===== config.mk =====
export PLATFORM = sky130hd
export DESIGN_NAME = harris_input_padder_flat
export DESIGN_NICKNAME = d
export VERILOG_FILES = /design/src/rtl/harris_padder_pkg.sv /design/src/rtl/harris_input_padder_if.sv /design/src/rtl/harris_padder_fifo.sv /design/src/rtl/harris_input_padder.sv /design/src/flat_wrapper.sv
export SDC_FILE = /design/constraint.sdc
export NUM_CORES = 1
export LEC_CHECK = 0
export ABC_CLOCK_PERIOD_IN_PS = 8230
export CORE_AREA = 5 5 118 120
export CTS_BUF_LIST = sky130_fd_sc_hd__clkbuf_8 sky130_fd_sc_hd__clkbuf_16
export DETAILED_ROUTE_END_ITERATION = 16
export DIE_AREA = 0 0 123 125
export GPL_ROUTABILITY_DRIVEN = 0
export PLACE_DENSITY = 0.75
export SETUP_SLACK_MARGIN = 0.2
export SLEW_MARGIN = 5
export SYNTH_ARGS = -nofsm -noshare
export SYNTH_HDL_FRONTEND = slang
export SYNTH_HIERARCHICAL = 1
export SYNTH_SLANG_ARGS = --single-unit

===== constraint.sdc =====
create_clock -name clk -period 8.23 [get_ports clk]
set_clock_uncertainty 0.05 [all_clocks]
set_input_delay 0.823 -clock clk [delete_from_list [all_inputs] [get_ports clk]]
set_output_delay 0.823 -clock clk [all_outputs]
set_load 0.03 [all_outputs]

===== src/rtl/harris_padder_pkg.sv =====
// harris_padder_pkg: shared pixel type and padder FSM states
package harris_padder_pkg;
  localparam int PIX_W = 16;
  typedef logic [PIX_W-1:0] pix_t;
  typedef enum logic [2:0] {S_TOP, S_ROW_LEFT, S_ROW_BODY, S_ROW_RIGHT, S_BOTTOM} pad_state_t;
endpackage


===== src/rtl/harris_input_padder_if.sv =====
// harris_input_padder_if: raw pixel input, padded FWFT read side and status
interface harris_input_padder_if;
  import harris_padder_pkg::*;
  logic flush;
  logic in_valid;
  logic in_ready;
  pix_t in_data;
  logic padded16_stencil_op_hcompute_padded16_global_wrapper_stencil_read_en;
  pix_t padded16_stencil_op_hcompute_padded16_global_wrapper_stencil_read [0:0];
  logic rd_valid;
  logic frame_done;
  logic underrun;
  modport master (
    input  flush, in_valid, in_data, padded16_stencil_op_hcompute_padded16_global_wrapper_stencil_read_en,
    output in_ready, padded16_stencil_op_hcompute_padded16_global_wrapper_stencil_read, rd_valid, frame_done, underrun
  );
  modport slave (
    output flush, in_valid, in_data, padded16_stencil_op_hcompute_padded16_global_wrapper_stencil_read_en,
    input  in_ready, padded16_stencil_op_hcompute_padded16_global_wrapper_stencil_read, rd_valid, frame_done, underrun
  );
endinterface


===== src/rtl/harris_padder_fifo.sv =====
// harris_padder_fifo: synchronous first-word-fall-through skid FIFO with flush
module harris_padder_fifo
  import harris_padder_pkg::*;
#(
  parameter int DEPTH = 8
) (
  input  logic clk,
  input  logic rst,
  input  logic flush,
  input  logic push,
  input  logic pop,
  input  pix_t din,
  output pix_t head,
  output logic full,
  output logic empty
);
  localparam int AW = $clog2(DEPTH);
  pix_t mem [DEPTH];
  logic [AW-1:0] wp, rp;
  logic [AW:0] cnt;
  logic wr, rd;
  assign full = cnt == (AW+1)'(DEPTH);
  assign empty = cnt == '0;
  assign wr = push & !full;
  assign rd = pop & !empty;
  assign head = mem[rp];
  always_ff @(posedge clk) begin
    if (rst | flush) begin
      wp <= '0;
      rp <= '0;
      cnt <= '0;
    end else begin
      wp <= wp + AW'(wr);
      rp <= rp + AW'(rd);
      cnt <= cnt + (AW+1)'(wr) - (AW+1)'(rd);
    end
  end
  always_ff @(posedge clk)
    if (wr) mem[wp] <= din;
endmodule


===== src/rtl/harris_input_padder.sv =====
// harris_input_padder: zero-pads a raw pixel stream into a FWFT padded raster.
// Define HARRIS_PADDER_STATS_EN to add frames_out/stall_cycles counters.
module harris_input_padder
  import harris_padder_pkg::*;
#(
  parameter int   IMG_W      = 64,
  parameter int   IMG_H      = 64,
  parameter int   PAD        = 1,
  parameter pix_t PAD_VALUE  = '0,
  parameter int   FIFO_DEPTH = 8
) (
  input  logic clk,
  input  logic rst_n,
  harris_input_padder_if.master bus
`ifdef HARRIS_PADDER_STATS_EN
  ,
  output logic [31:0] frames_out,
  output logic [31:0] stall_cycles
`endif
);
  localparam int PW = IMG_W + 2*PAD;
  localparam int PH = IMG_H + 2*PAD;
  localparam int CW = $clog2((PW > PH ? PW : PH) + 1);
  localparam logic [CW-1:0] TOP_END = CW'(PAD);
  localparam logic [CW-1:0] BOT_START = CW'(PAD + IMG_H);
  localparam logic [CW-1:0] RIGHT_START = CW'(PAD + IMG_W);
  localparam logic [CW-1:0] COL_LAST = CW'(PW - 1);
  localparam logic [CW-1:0] ROW_LAST = CW'(PH - 1);
  localparam pad_state_t S_INIT = PAD > 0 ? S_TOP : S_ROW_BODY;
  pad_state_t state, state_nx;
  logic [CW-1:0] row, col, row_nx, col_nx;
  logic body, rd_valid, read_en, pop, push, last_col, last_row, fifo_full, fifo_empty, underrun, frame_done;
  pix_t head;
  // Region is a pure function of position, so zero-width regions are skipped naturally.
  function automatic pad_state_t classify(input logic [CW-1:0] r, input logic [CW-1:0] c);
    return (PAD > 0 && r < TOP_END) ? S_TOP :
           (r >= BOT_START)         ? S_BOTTOM :
           (PAD > 0 && c < TOP_END) ? S_ROW_LEFT :
           (c >= RIGHT_START)       ? S_ROW_RIGHT : S_ROW_BODY;
  endfunction
  always_comb begin
    read_en = bus.padded16_stencil_op_hcompute_padded16_global_wrapper_stencil_read_en;
    body = state == S_ROW_BODY;
    rd_valid = !rst_n & (!body | !fifo_empty);
    pop = read_en & rd_valid;
    last_col = col == COL_LAST;
    last_row = row == ROW_LAST;
    col_nx = pop ? (last_col ? '0 : col + 1'b1) : col;
    row_nx = (pop & last_col) ? (last_row ? '0 : row + 1'b1) : row;
    state_nx = classify(row_nx, col_nx);
  end
  always_ff @(posedge clk) begin
    if (rst_n | bus.flush) begin
      state <= S_INIT;
      row <= '0;
      col <= '0;
      underrun <= 1'b0;
    end else begin
      state <= state_nx;
      row <= row_nx;
      col <= col_nx;
      underrun <= underrun | (read_en & !rd_valid);
    end
    frame_done <= !rst_n & !bus.flush & pop & last_row & last_col;
  end
  assign push = bus.in_valid & bus.in_ready;
  harris_padder_fifo #(.DEPTH(FIFO_DEPTH)) u_fifo (
    .clk(clk), .rst(rst_n), .flush(bus.flush), .push(push), .pop(pop & body),
    .din(bus.in_data), .head(head), .full(fifo_full), .empty(fifo_empty)
  );
  assign bus.in_ready = !rst_n & !fifo_full;
  assign bus.rd_valid = rd_valid;
  assign bus.frame_done = frame_done;
  assign bus.underrun = underrun;
  assign bus.padded16_stencil_op_hcompute_padded16_global_wrapper_stencil_read[0] = body ? head : PAD_VALUE;
`ifdef HARRIS_PADDER_STATS_EN
  always_ff @(posedge clk) begin
    if (rst_n) begin
      frames_out <= '0;
      stall_cycles <= '0;
    end else begin
      frames_out <= frames_out + 32'(frame_done && frames_out != '1);
      stall_cycles <= stall_cycles + 32'(read_en && !rd_valid && stall_cycles != '1);
    end
  end
`endif
endmodule


===== src/flat_wrapper.sv =====
// flat-port wrapper written by rule: the top's interface ports become plain ports
module harris_input_padder_flat import harris_padder_pkg::*;
#(
  parameter int   IMG_W      = 64,
  parameter int   IMG_H      = 64,
  parameter int   PAD        = 1,
  parameter pix_t PAD_VALUE  = '0,
  parameter int   FIFO_DEPTH = 8
)
  (clk, rst_n, bus_flush, bus_in_valid, bus_in_data, bus_padded16_stencil_op_hcompute_padded16_global_wrapper_stencil_read_en, bus_in_ready, bus_padded16_stencil_op_hcompute_padded16_global_wrapper_stencil_read, bus_rd_valid, bus_frame_done, bus_underrun);
  harris_input_padder_if bus_i ();
  input  logic clk;
  input  logic rst_n;
  input wire logic [$bits(bus_i.flush)-1:0] bus_flush;
  input wire logic [$bits(bus_i.in_valid)-1:0] bus_in_valid;
  input wire logic [$bits(bus_i.in_data)-1:0] bus_in_data;
  input wire logic [$bits(bus_i.padded16_stencil_op_hcompute_padded16_global_wrapper_stencil_read_en)-1:0] bus_padded16_stencil_op_hcompute_padded16_global_wrapper_stencil_read_en;
  output wire logic [$bits(bus_i.in_ready)-1:0] bus_in_ready;
  output wire logic [$bits(bus_i.padded16_stencil_op_hcompute_padded16_global_wrapper_stencil_read)-1:0] bus_padded16_stencil_op_hcompute_padded16_global_wrapper_stencil_read;
  output wire logic [$bits(bus_i.rd_valid)-1:0] bus_rd_valid;
  output wire logic [$bits(bus_i.frame_done)-1:0] bus_frame_done;
  output wire logic [$bits(bus_i.underrun)-1:0] bus_underrun;
  assign bus_i.flush = bus_flush;
  assign bus_i.in_valid = bus_in_valid;
  assign bus_i.in_data = bus_in_data;
  assign bus_i.padded16_stencil_op_hcompute_padded16_global_wrapper_stencil_read_en = bus_padded16_stencil_op_hcompute_padded16_global_wrapper_stencil_read_en;
  assign bus_in_ready = bus_i.in_ready;
  assign bus_padded16_stencil_op_hcompute_padded16_global_wrapper_stencil_read = {>>{bus_i.padded16_stencil_op_hcompute_padded16_global_wrapper_stencil_read}};
  assign bus_rd_valid = bus_i.rd_valid;
  assign bus_frame_done = bus_i.frame_done;
  assign bus_underrun = bus_i.underrun;
  harris_input_padder #(.IMG_W(IMG_W), .IMG_H(IMG_H), .PAD(PAD), .PAD_VALUE(PAD_VALUE), .FIFO_DEPTH(FIFO_DEPTH)) u_core (.clk(clk), .rst_n(rst_n), .bus(bus_i));
endmodule

==> qor.csv <==
stage;metric;value;unit
final_layout;stdcell_area;8040;um2
timing;period_needed;4.00;ns
global_route;antenna_found_initial;0;
routing;wirelength;12300;um
routing;via_per_inst;5.55;
logic_synthesis;async_flop_share;0;%
logic_synthesis;yosysWarnings;6;
global_route;grt_pass1_vias;3711;
clock_network;cts_made_buffers;17;
floorplan;core-area;12900;um2
worst_setup_path;path_cells;mux4_1 -> mux2_2 -> and2_1 -> clkdlybuf4s50_1;
logic_synthesis;synth_cell_type_count;56;
clock_network;cts_root_buf;clkbuf_16;
timing;fin_crit_sh;48.6;%
floorplan;die_x;123;um
clock_network;cts_resized;0;
worst_setup_path;r2r_slack;5.26;ns
clock_network;post-cts-setup-buffer-count;0;
final_layout;seq_area;4430;um2
logic_synthesis;yosysSeqAreaShare;65.0;%
routing;wl_met2;6250;um
logic_synthesis;synthCells;405;
global_route;gr-total-overflow;0;
final_layout;syn_to_final_growth;18.1;%
logic_synthesis;syn-num-nets;441;
floorplan;io_pins;41;
worst_setup_path;slowest_delay;1.00;ns
timing;grt_setup_unrepaired;no;
worst_setup_path;crit_arrival;3.13;ns
clock_network;clock_path_buffers;2;
floorplan;fp.dieArea;15400;um2
timing;tns;0;ns
timing;max_freq;250;MHz
clock_network;hold_buffers;0;
place;hpwl;7580;um
place;port_buffers;40;
worst_setup_path;startpoint_type;register;
timing;worst_slew_pin_slew;1.04;ns
routing;route.met3.wl;481;um
clock_network;clock_latency;0.42;ns
final_layout;antenna_cells;0;
routing;dr.pass1.iters;4;
timing;setup_viol;0;
routing;via_count;3588;
routing;dr.max_layer_used;met4;
worst_setup_path;required;7.36;ns
routing;wl_met1;5350;um
routing;wl_per_cell;19.0;um
final_layout;multi_input_area;2240;um2
timing;whs;0.438;ns
final_layout;fillCellCount;914;
logic_synthesis;synth_area;6810;um2
pwr;power;1.74;mW
logic_synthesis;syn_area_per_cell;16.8;um2
logic_synthesis;synth_edf_count;128;
timing;hold_viol_final;0;
routing;drc;0;
pwr;ir_worst_vdd;138;uV
worst_setup_path;end_kind;output pin;
final_layout;final_util;62.4;%
logic_synthesis;synth_ff_type;edfxtp_1;
clock_network;cts_tree;done;
worst_setup_path;critical_path.slowest_cell;dfxtp_2;
clock_network;cts_sinks;157;
floorplan;start_util;52.9;%
routing;detail-route-antenna-nets;0;
final_layout;nNetsFinal;493;
clock_network;h-tree-depth;4;
global_route;grt_max_degree;34;
routing;drt_iter0_markers;212;
floorplan;die_h;125;um
global_route;grt.total_usage;17.2;%
timing;max_slew_margin;30.3;%
worst_setup_path;cp_max_fo;33;
place;postPlaceCellArea;7410;um2
worst_setup_path;worstSetupPathType;reg -> out;
final_layout;drive_gt1_share;17.2;%
outcome;outcome;complete, no violations;
timing;finalMaxSlewViolations;0;
hold_path;hold_class;reg -> reg;
flow_run;drv_cap;0;
pwr;powerDensity;216;nW/um2
clock_network;clkSlewWorstSetupHoldPaths;0.06;ns
logic_synthesis;ys_ff_latch;157;
pwr;p_leak;2.66;nW
global_route;grt_pass1_wl;19800;um
floorplan;num_rows;42;
## logic make-up (layout without fill, tap and decap cells)
group,count (synthesis),in the layout,synth area share [%]
simple gates,119,119,10.7
xor+xnor,10,10,1.29
buf+inv,28,93,2.30
flops,157,157,65.0
mux,52,52,15.4
fa+ha+maj,15,15,2.87
compound gates,24,24,2.48
## where the power goes
part	internal [mW]	switching, mW
Clock	0.512	0.315
Combinational	0.0200	0.0232
Sequential	0.864	0.00185
Total	1.40	0.340
## placed cells by master, fill, tap and decap left out, types with 13 or more instances in the layout
cell type,instances
ha_1,14
and2_1,25
dfxtp_1,28
nor3_1,13
mux2_2,16
nor2_1,22
mux4_1,28
clkdlybuf4s50_1,40
clkbuf_16,17
edfxtp_1,128
## state kept, by name, indices dropped and copies added (netlist names)
register,flops
u_core/u_fifo/mem,128
u_core/col,7
u_core/row,7
u_core/u_fifo/cnt,4
u_core/state,3
u_core/u_fifo/rp,3
u_core/u_fifo/wp,3
u_core/bus.frame_done,1
u_core/bus.underrun,1
## final timing paths
check                            start                   end  cells after the start
setup / recovery   u_core/u_fifo/rp[1]            output pin                      4
hold / removal     u_core/bus.underrun   u_core/bus.underrun                      2
hold reg to reg    u_core/bus.underrun   u_core/bus.underrun                      2
setup reg to reg  u_core/u_fifo/cnt[2]  u_core/u_fifo/cnt[2]                     12
## critical path, delay by kind of cell, from the launching register on
kind / cells / cell delay [ns]
and+or+nand+nor: 1 / 0.14
buffers and inverters: 1 / 0.58
muxes: 2 / 0.97
DFF: 1 / 1.00
## cell usage after synthesis, types with 3 or more instances
cell / instances / share of area, %
nor3_1: 15 / 1.1
ha_1: 14 / 2.6
mux4_2: 4 / 1.3
edfxtp_1: 128 / 56
or2_2: 3 / 0.28
buf_6: 6 / 0.99
nand2b_1: 4 / 0.37
or3_1: 4 / 0.37
mux4_1: 28 / 11
buf_2: 4 / 0.29
mux2_2: 16 / 2.6
o21ai_0: 3 / 0.22
nor2b_1: 5 / 0.46
xnor2_1: 9 / 1.2
dfxtp_1: 29 / 8.5
nor3b_1: 4 / 0.44
inv_1: 11 / 0.61
and2_1: 25 / 2.3
nand4_1: 3 / 0.28
nand2_1: 8 / 0.44
mux2i_1: 4 / 0.59
clkbuf_1: 5 / 0.28
nor2_1: 22 / 1.2
a21oi_1: 10 / 0.74
nand3_1: 8 / 0.59
## cell type report
cell class	instances	area share [%]
flip-flops and latches	157	55.0
multi-input cells	220	27.9
repair buffers	50	5.91
clock buffers	17	5.29
well taps	176	2.74
clock inverters	15	2.60
inverters	11	0.514
## routing by layer
layer  vias to the layer above  global-route usage (%)
met2                        65                    27.9
met4                         0                    6.91
met1                      1804                    22.7
met3                        16                    3.43
li1                       1703                       -
met5                         -                       0
## stage by stage
stage	setup slack, ns	instances
2_1_floorplan	4.99	405
3_3_place_gp	4.70	614
3_5_place_dp	4.64	614
4_1_cts	4.18	646
5_1_grt	4.11	646
6_report	4.23	646
(Power assumes the default switching activity.)
